`config.mk`:
```
export PLATFORM = sky130hd
export DESIGN_NAME = spi_master_ctrl
export DESIGN_NICKNAME = d
export VERILOG_FILES = /design/src/rtl/spi_master_ctrl.sv
export SDC_FILE = /design/constraint.sdc
export NUM_CORES = 1
export LEC_CHECK = 0
export CAP_MARGIN = 20
export CELL_PAD_IN_SITES_DETAIL_PLACEMENT = 1
export CELL_PAD_IN_SITES_GLOBAL_PLACEMENT = 2
export CORE_MARGIN = 2
export CORE_UTILIZATION = 28
export DETAILED_ROUTE_END_ITERATION = 16
export PLACE_DENSITY = 0.72
export REMOVE_ABC_BUFFERS = 1
export SLEW_MARGIN = 20
export SYNTH_ARGS = -nofsm -noshare
export SYNTH_HDL_FRONTEND = slang
export SYNTH_SLANG_ARGS = --single-unit
```
`constraint.sdc`:
```
create_clock -name clk_i -period 2.1 [get_ports clk_i]
set_clock_uncertainty 0.15 [all_clocks]
set_input_delay 0.42 -clock clk_i [delete_from_list [all_inputs] [get_ports clk_i]]
set_output_delay 0.42 -clock clk_i [all_outputs]
set_load 0.005 [all_outputs]
```
`src/rtl/spi_master_ctrl.sv`:
```
// SPI master (mode 0, MSB first, one byte per transfer) behind a 4-register
// byte-wide IO window. Software writes TXDATA, CTRL and CMD. It reads back RX,
// CTRL and status. A level interrupt is raised when a transfer completes.
module spi_master_ctrl #(
    parameter logic [7:0] BASE_ADDR = 8'h00
) (
    input  logic       clk_i,
    input  logic       reset_i,
    input  logic       io_wr_ni,
    input  logic [7:0] io_addr_i,
    input  logic [7:0] data_i,
    output logic [7:0] rd_data_o,
    output logic       irq_o,
    output logic       spi_clk,
    output logic       mosi,
    input  logic       miso,
    output logic [2:0] spi_addr
);

    typedef enum logic [2:0] {
        S_IDLE,
        S_SETUP,
        S_HIGH,
        S_LOW,
        S_HOLD
    } state_t;

    state_t     state;
    logic       wr_prev;
    logic [7:0] tx;
    logic [7:0] rx;
    logic [7:0] txsr;
    logic [7:0] rxsr;
    logic [2:0] dev;
    logic       irq_en;
    logic [3:0] div;
    logic [3:0] hp;
    logic [2:0] bc;
    logic       busy;
    logic       done;
    logic       ovr;

    logic       sel;
    logic       wr_acc;
    logic       wr_tx;
    logic       wr_ctrl;
    logic       wr_cmd;
    logic       cmd_clr;
    logic       cmd_start;
    logic       start_ok;
    logic       ovr_hit;
    logic       hp_end;

    // A held-low strobe counts once: only the high-to-low step is a write.
    assign sel       = (io_addr_i[7:2] == BASE_ADDR[7:2]);
    assign wr_acc    = ~io_wr_ni & wr_prev & sel;
    assign wr_tx     = wr_acc & (io_addr_i[1:0] == 2'd0);
    assign wr_ctrl   = wr_acc & (io_addr_i[1:0] == 2'd1);
    assign wr_cmd    = wr_acc & (io_addr_i[1:0] == 2'd2);
    assign cmd_clr   = wr_cmd & data_i[1];
    assign cmd_start = wr_cmd & data_i[0];
    assign start_ok  = cmd_start & ~busy & (dev != 3'd0);
    assign ovr_hit   = busy & (wr_tx | wr_ctrl | cmd_start);
    assign hp_end    = (hp == div);

    assign irq_o = done & irq_en;

    // Remember the previous strobe level for edge detection.
    always_ff @(posedge clk_i or negedge reset_i) begin
        if (!reset_i) begin
            wr_prev <= 1'b1;
        end else begin
            wr_prev <= io_wr_ni;
        end
    end

    // Software-visible configuration; frozen while a transfer is running.
    always_ff @(posedge clk_i or negedge reset_i) begin
        if (!reset_i) begin
            tx     <= 8'h00;
            dev    <= 3'd0;
            irq_en <= 1'b0;
            div    <= 4'd0;
        end else begin
            if (wr_tx && !busy) begin
                tx <= data_i;
            end
            if (wr_ctrl && !busy) begin
                div    <= data_i[7:4];
                irq_en <= data_i[3];
                dev    <= data_i[2:0];
            end
        end
    end

    // Transfer sequencer with flags and registered SPI pins.
    always_ff @(posedge clk_i or negedge reset_i) begin
        if (!reset_i) begin
            state    <= S_IDLE;
            hp       <= 4'd0;
            bc       <= 3'd0;
            txsr     <= 8'h00;
            rxsr     <= 8'h00;
            rx       <= 8'h00;
            busy     <= 1'b0;
            done     <= 1'b0;
            ovr      <= 1'b0;
            spi_clk  <= 1'b0;
            mosi     <= 1'b0;
            spi_addr <= 3'd0;
        end else begin
            // Clear is applied before a rejected start can flag an overrun.
            if (cmd_clr) begin
                done <= 1'b0;
                ovr  <= 1'b0;
            end
            if (ovr_hit) begin
                ovr <= 1'b1;
            end

            case (state)
                S_IDLE: begin
                    if (start_ok) begin
                        state    <= S_SETUP;
                        hp       <= 4'd0;
                        bc       <= 3'd0;
                        busy     <= 1'b1;
                        spi_addr <= dev;
                        txsr     <= tx;
                        mosi     <= tx[7];
                    end
                end

                S_SETUP: begin
                    if (hp_end) begin
                        state   <= S_HIGH;
                        hp      <= 4'd0;
                        spi_clk <= 1'b1;
                        rxsr    <= {rxsr[6:0], miso};
                    end else begin
                        hp <= hp + 4'd1;
                    end
                end

                S_HIGH: begin
                    if (hp_end) begin
                        hp      <= 4'd0;
                        spi_clk <= 1'b0;
                        if (bc == 3'd7) begin
                            // Last bit: mosi keeps its value through HOLD.
                            state <= S_HOLD;
                        end else begin
                            state <= S_LOW;
                            bc    <= bc + 3'd1;
                            txsr  <= {txsr[6:0], 1'b0};
                            mosi  <= txsr[6];
                        end
                    end else begin
                        hp <= hp + 4'd1;
                    end
                end

                S_LOW: begin
                    if (hp_end) begin
                        state   <= S_HIGH;
                        hp      <= 4'd0;
                        spi_clk <= 1'b1;
                        rxsr    <= {rxsr[6:0], miso};
                    end else begin
                        hp <= hp + 4'd1;
                    end
                end

                S_HOLD: begin
                    if (hp_end) begin
                        state    <= S_IDLE;
                        hp       <= 4'd0;
                        rx       <= rxsr;
                        done     <= 1'b1;
                        busy     <= 1'b0;
                        spi_addr <= 3'd0;
                        mosi     <= 1'b0;
                    end else begin
                        hp <= hp + 4'd1;
                    end
                end

                default: begin
                    state <= S_IDLE;
                end
            endcase
        end
    end

    // Read-back mux, selected by the low address bits only.
    always_comb begin
        rd_data_o = 8'h00;
        case (io_addr_i[1:0])
            2'd0:    rd_data_o = rx;
            2'd1:    rd_data_o = {div, irq_en, dev};
            2'd2:    rd_data_o = {5'b00000, ovr, done, busy};
            default: rd_data_o = 8'h00;
        endcase
    end

endmodule

```
**Word level (Yosys, flattened, before mapping)**

Cells that the tools add are included.

- Register bits: 58
- Input port bits: 20
- Output and inout port bits: 14
- Logic and storage cells: 104

- Add/subtract/negate cells: 2
- Equal/unequal tests: 13
- Mux-type cells: 34
- Bitwise gates (word level): 15
- Reductions and logical operators: 23

Operators by type and width:

| cell | count |
|---|---|
| two-way mux 3 bit | 9 |
| one-hot mux 8 bit (3 select lines) | 1 |
| two-way mux 7 bit | 3 |
| one-hot mux 7 bit (2 select lines) | 1 |
| one-hot mux 3 bit (2 select lines) | 2 |
| one-hot mux 3 bit (4 select lines) | 1 |
| AND 1 bit | 11 |
| two-way mux 1 bit | 11 |
| nonzero test 2 bit | 5 |
| two-way mux 4 bit | 2 |
| != test 2 bit (second input constant) | 4 |
| one-hot mux 4 bit (2 select lines) | 1 |
| AND reduction 4 bit | 2 |
| == test 3 x 2 -> 1 bit (second input constant) | 2 |
| == test 3 bit (second input constant) | 2 |
| zero test 6 bit | 1 |
| AND reduction 2 bit | 3 |
| AND reduction 3 bit | 2 |
| nonzero test 3 bit | 2 |
| AND reduction 5 bit | 1 |
| adder 4 x 1 -> 4 bit (second input constant) | 1 |
| == test 4 bit | 1 |
| one-hot mux 1 bit (2 select lines) | 2 |
| OR reduction 4 bit | 1 |
| 13 further kinds | 16 |

**Longest topological paths before layout**

Gate-level depths: netlist of run 1.

- Word-level depth: 9
- Gate-level depth with buffers: 6
- Depth with buffers taken out: 6

**Worst setup path before layout of run 1**

OpenSTA, ideal clock, no wires.

- Kind: register -> register
- From: reg state[2]
- To: reg bc[0]
- Library setup time: 0.125 ns
- Arrival time: 1.597 ns
- Required time: 1.825 ns
- Slack: 0.228 ns
- Stages on the path, launching flop included: 6
- Path buffers: 2
- Period minus slack after synthesis: 1.872 ns
- Cells stage by stage: dfrtp_1 or3b_1 buf_6 o32ai_4 buf_6 mux2_4

- Word-level cells in the longest chain between the ends: 3
- Elaborated cells between the ends (all ways): 8
- Those cells by class: eq/ne: 4; mux: 1; reduce/logical: 3

Ends and longest elaborated chain:

| item | RTL line | text |
|---|---|---|
| from (decl) | 28 | `state_t state;` |
| from (signal assigned) | 99 | `state <= S_IDLE;` |
| from (signal assigned) | 124 | `state <= S_SETUP;` |
| from (signal assigned) | 136 | `state <= S_HIGH;` |
| == test 3 x 2 -> 1 bit or zero test 3 bit (tied branches) | 121 | `case (state)` |
| != test 2 bit (no line) or nonzero test 2 bit (tied branches) | n/a |  |
| AND reduction 4 bit (no line) | n/a |  |
| to (signal assigned) | 154 | `bc <= bc + 3'd1;` |
| to (decl) | 38 | `logic [2:0] bc;` |

Several ways; a longest one is shown, not always the timed one.
A chain may end at the register's enable or synchronous reset.

**Worst setup path in the final report of run 1**

- From: in io_addr_i[0]
- To: out rd_data_o[2]

- Word-level cells in the longest chain between the ends: 2
- Elaborated cells between the ends (all ways): 4
- Those cells by class: eq/ne: 2; mux: 1; reduce/logical: 1

Ends and longest elaborated chain:

| item | RTL line | text |
|---|---|---|
| from (decl) | 10 | `input logic [7:0] io_addr_i,` |
| == test 2 bit, or another cell as far along | 198 | `case (io_addr_i[1:0])` |
| one-hot mux 8 bit (3 select lines) (*) | 198 |  |
| to (decl) | 12 | `output logic [7:0] rd_data_o,` |

Mark *: on every way between the ends. The rest lies on a longest branch, timed or not.

==> results.json, run 1 <==
{
  "placedInstanceArea_sq_um": 3530,
  "startpoint_type": "input pin",
  "synth_most_common_cell": "dfrtp_1",
  "final-seq-area_sq_um": 1450,
  "yosysTopAreaCell": "dfrtp_1",
  "dieArea_sq_um": 10900,
  "vias": 1967,
  "die_h_microns": 104,
  "drive_above_1_share_pct": 39.5,
  "antenna_found_initial": 0,
  "place_worst_setup_slack_ps": -403,
  "wirelength_microns": 6660,
  "drt_first_iter_violations": 28,
  "powerDensity_nw_per_um2": 612,
  "grt_pass1_wl_microns": 11400,
  "n_antenna_cell": 0,
  "drtPass1Iterations": 4,
  "synth_ff_type": "dfrtp_1",
  "synthTopCellsByCount": "dfrtp_1 (57), mux2_2 (38), inv_1 (11), mux2i_1 (11), o21ai_0 (11)",
  "instances_no_fill": 429,
  "ys_ff_latch": 58,
  "cts_buffer_depth": 2,
  "dieWidth_microns": 104,
  "ant_nets": 0,
  "core-area_sq_um": 9770,
  "n_fill_cell": 1072,
  "cpPeakStageDelay_ps": 510,
  "setup_violations": 0,
  "grt_usage_pct": 13.6,
  "synth_area_leaders": "dfrtp_1 (51%), mux2_2 (15%), mux2i_1 (3.9%)",
  "synth_edf_count": 0,
  "critPathLaunch": "io_addr_i[0]",
  "status": "finished, final reports clean",
  "regToRegSetupSlack_ps": 130,
  "grt_pass1_vias": 2203,
  "critical_path.max_fanout": 5,
  "rsz0062_at_grt": "yes",
  "postLayoutSetupSlackWorst_ps": 66.8,
  "whs_endpoint": "tx[6]",
  "synth_top_cell_area_share_pct": 50.6,
  "drc": 0,
  "hpwl_microns": 4870,
  "worstMarginPinSlew_ps": 391,
  "path_clk_slew_ps": 70,
  "slew_viol_final": 0,
  "fin_crit_ps": 2030,
  "area_growth_pct": 35.5,
  "worstPathRequired_ps": 1530,
  "cts_tree": "yes",
  "syn_area_sq_um": 2820,
  "path_buf_inv": 2,
  "arrival_ps": 1460,
  "finish.net_count": 314,
  "stdcell_area_sq_um": 3820,
  "ys_async_sr_fraction_pct": 100,
  "yosys_warnings": 0,
  "post-route-period-util_pct": 96.8,
  "ios": 34,
  "avgSynthCellArea_sq_um": 12.9,
  "synthCells": 219,
  "grt_max_degree": 59,
  "min_delay_path_depth": 1,
  "slew_headroom_pct": 73.7,
  "place_inst": 407,
  "fmax_mhz": 492,
  "ys_seq_area_share_pct": 51.5,
  "vias_per_cell": 4.59,
  "timing.rr.start": "busy",
  "multi_input_area_sq_um": 1330,
  "peakVddDrop_uv": 285,
  "synth_cell_types": 49,
  "gp_congestion": 0.744,
  "worstHoldStart": "tx[6]",
  "row_count": 36,
  "clock_sinks": 58,
  "hold_violations": 0,
  "cts-root-buf": "clkbuf_8",
  "worst_path_max_delay_cell": "clkdlybuf4s50_1",
  "insertion_delay_ps": 340,
  "hp-class": "reg -> reg",
  "max_cap_viol_count": 0,
  "wl_per_cell_microns": 15.5,
  "end_kind": "output port",
  "p_leak_nw": 1.84,
  "crit_type": "in -> out",
  "cts_made_buffers": 9,
  "overflow": 0,
  "reg2reg_depth": 6,
  "path_cells": "clkdlybuf4s15_2 -> nor2b_4 -> nand2_1 -> o21ai_1 -> clkdlybuf4s50_1",
  "h-tree-depth": 3,
  "critPathTopFamily": "buffers and inverters",
  "io_buffers": 33,
  "r2r-end": "txsr[1]",
  "initial_utilization_pct": 28.9
}
-- sequential cells by signal (all words and copies together) (netlist names) --
name,cells
spi_clk,1
rxsr,8
irq_en,1
dev,3
txsr,7
div,4
done,1
bc,3
ovr,1
mosi,1
state,3
hp,4
rx,8
tx,8
busy,1
spi_addr,3
wr_prev,1
-- kinds of logic after synthesis --
logic type	synth area share, %
flip-flops	51.5
multiplexers	22.7
XOR/XNOR	2.62
AO/OA/AOI/OAI	7.89
adder cells (fa/ha/maj)	1.33
buffers and inverters	3.10
AND/OR/NAND/NOR	10.9
-- where the power goes --
group	total [mW]	internal, mW	leakage (nW)	switching (mW)
Combinational	0.196	0.107	0.973	0.0887
Clock	0.978	0.472	0.0895	0.506
Sequential	1.16	1.14	0.776	0.0200
-- cells in the final DEF, fill, tap and decap left out, types with 2 or more instances in the layout --
cell,Yosys,layout
or3_1,3,3
and2_1,2,2
nor2_1,10,10
buf_6,2,2
inv_6,0,2
clkdlybuf4s50_1,0,23
xnor2_2,4,3
a21oi_1,4,4
clkinvlp_4,0,2
nand3_1,3,3
dfrtp_1,57,56
o21ai_1,0,2
clkdlybuf4s15_2,0,2
o21ai_0,11,9
clkbuf_8,0,10
dlymetal6s2s_1,0,3
nand2b_1,2,2
and4_1,2,2
nand4_4,1,2
buf_12,0,3
mux2_4,6,6
nand2_1,8,8
mux2i_1,11,11
a22o_1,4,4
buf_4,0,30
inv_1,11,11
mux2_2,38,38
dlygate4sd2_1,0,4
ha_1,3,2
o22ai_1,3,3
clkinv_4,0,2
-- stage by stage --
stage	setup TNS, ps	power (mW)	utilization [%]	hold WS [ps]
finish	0	2.34	39.1	359
global route	0	2.46	39.1	375
CTS	0	2.38	38.5	351
detailed placement	-13440	1.38	36.1	306
global placement	-12940	1.37	36.1	301
floorplan	-358	1.25	-	-25.6
-- final cells by class --
cell class | count | share of cell area [%]
timing repair buffer | 69 | 17.0
clock inverter | 6 | 1.31
multi-input combinational | 142 | 34.7
clock buffer | 10 | 3.60
sequential | 58 | 38.0
tap | 133 | 4.35
inverter | 11 | 1.08
-- per-layer routing --
layer	GRT usage [%]	vias to the layer above	wire length, microns
met3	3.82	8	201
met2	23.0	23	3420
met5	0	-	0
met1	16.6	1001	2960
li1	-	935	-
met4	4.63	0	73
-- worst reg2reg max path, cell delays in order (launching register included) --
cell and delay (ps):
dfrtp_1 410, buf_4 160, and4bb_2 340, nand4_4 130, o32ai_4 190, buf_4 170, mux2_2 320
-- timing repair --
action / in CTS / in global routing
gates resized for setup: 13 / 12
pin swaps: 0 / 2
endpoints found under the hold margin: 57 / 0
setup endpoints to repair: 8 / 26
hold buffers: 1 / 0
setup buffers: 4 / 1
-- worst max path at each step --
stage / end / slack, ps / cells past startpoint
after floorplan: txsr[1] / -90 / 3
after global placement: rd_data_o[1] / -390 / 5
after detailed placement: rd_data_o[1] / -400 / 5
after CTS: rd_data_o[7] / 3 / 4
after global routing: bc[1] / 1 / 8
final: rd_data_o[2] / 70 / 5
No activity file was read; power rests on OpenSTA's default activity.
==> run 2: changes to the inputs <==
Settings changed: ABC_CLOCK_PERIOD_IN_PS set to 2100.
==> results of run 2 <==
Final layout, timing and power as in run 1 (identical DEF).
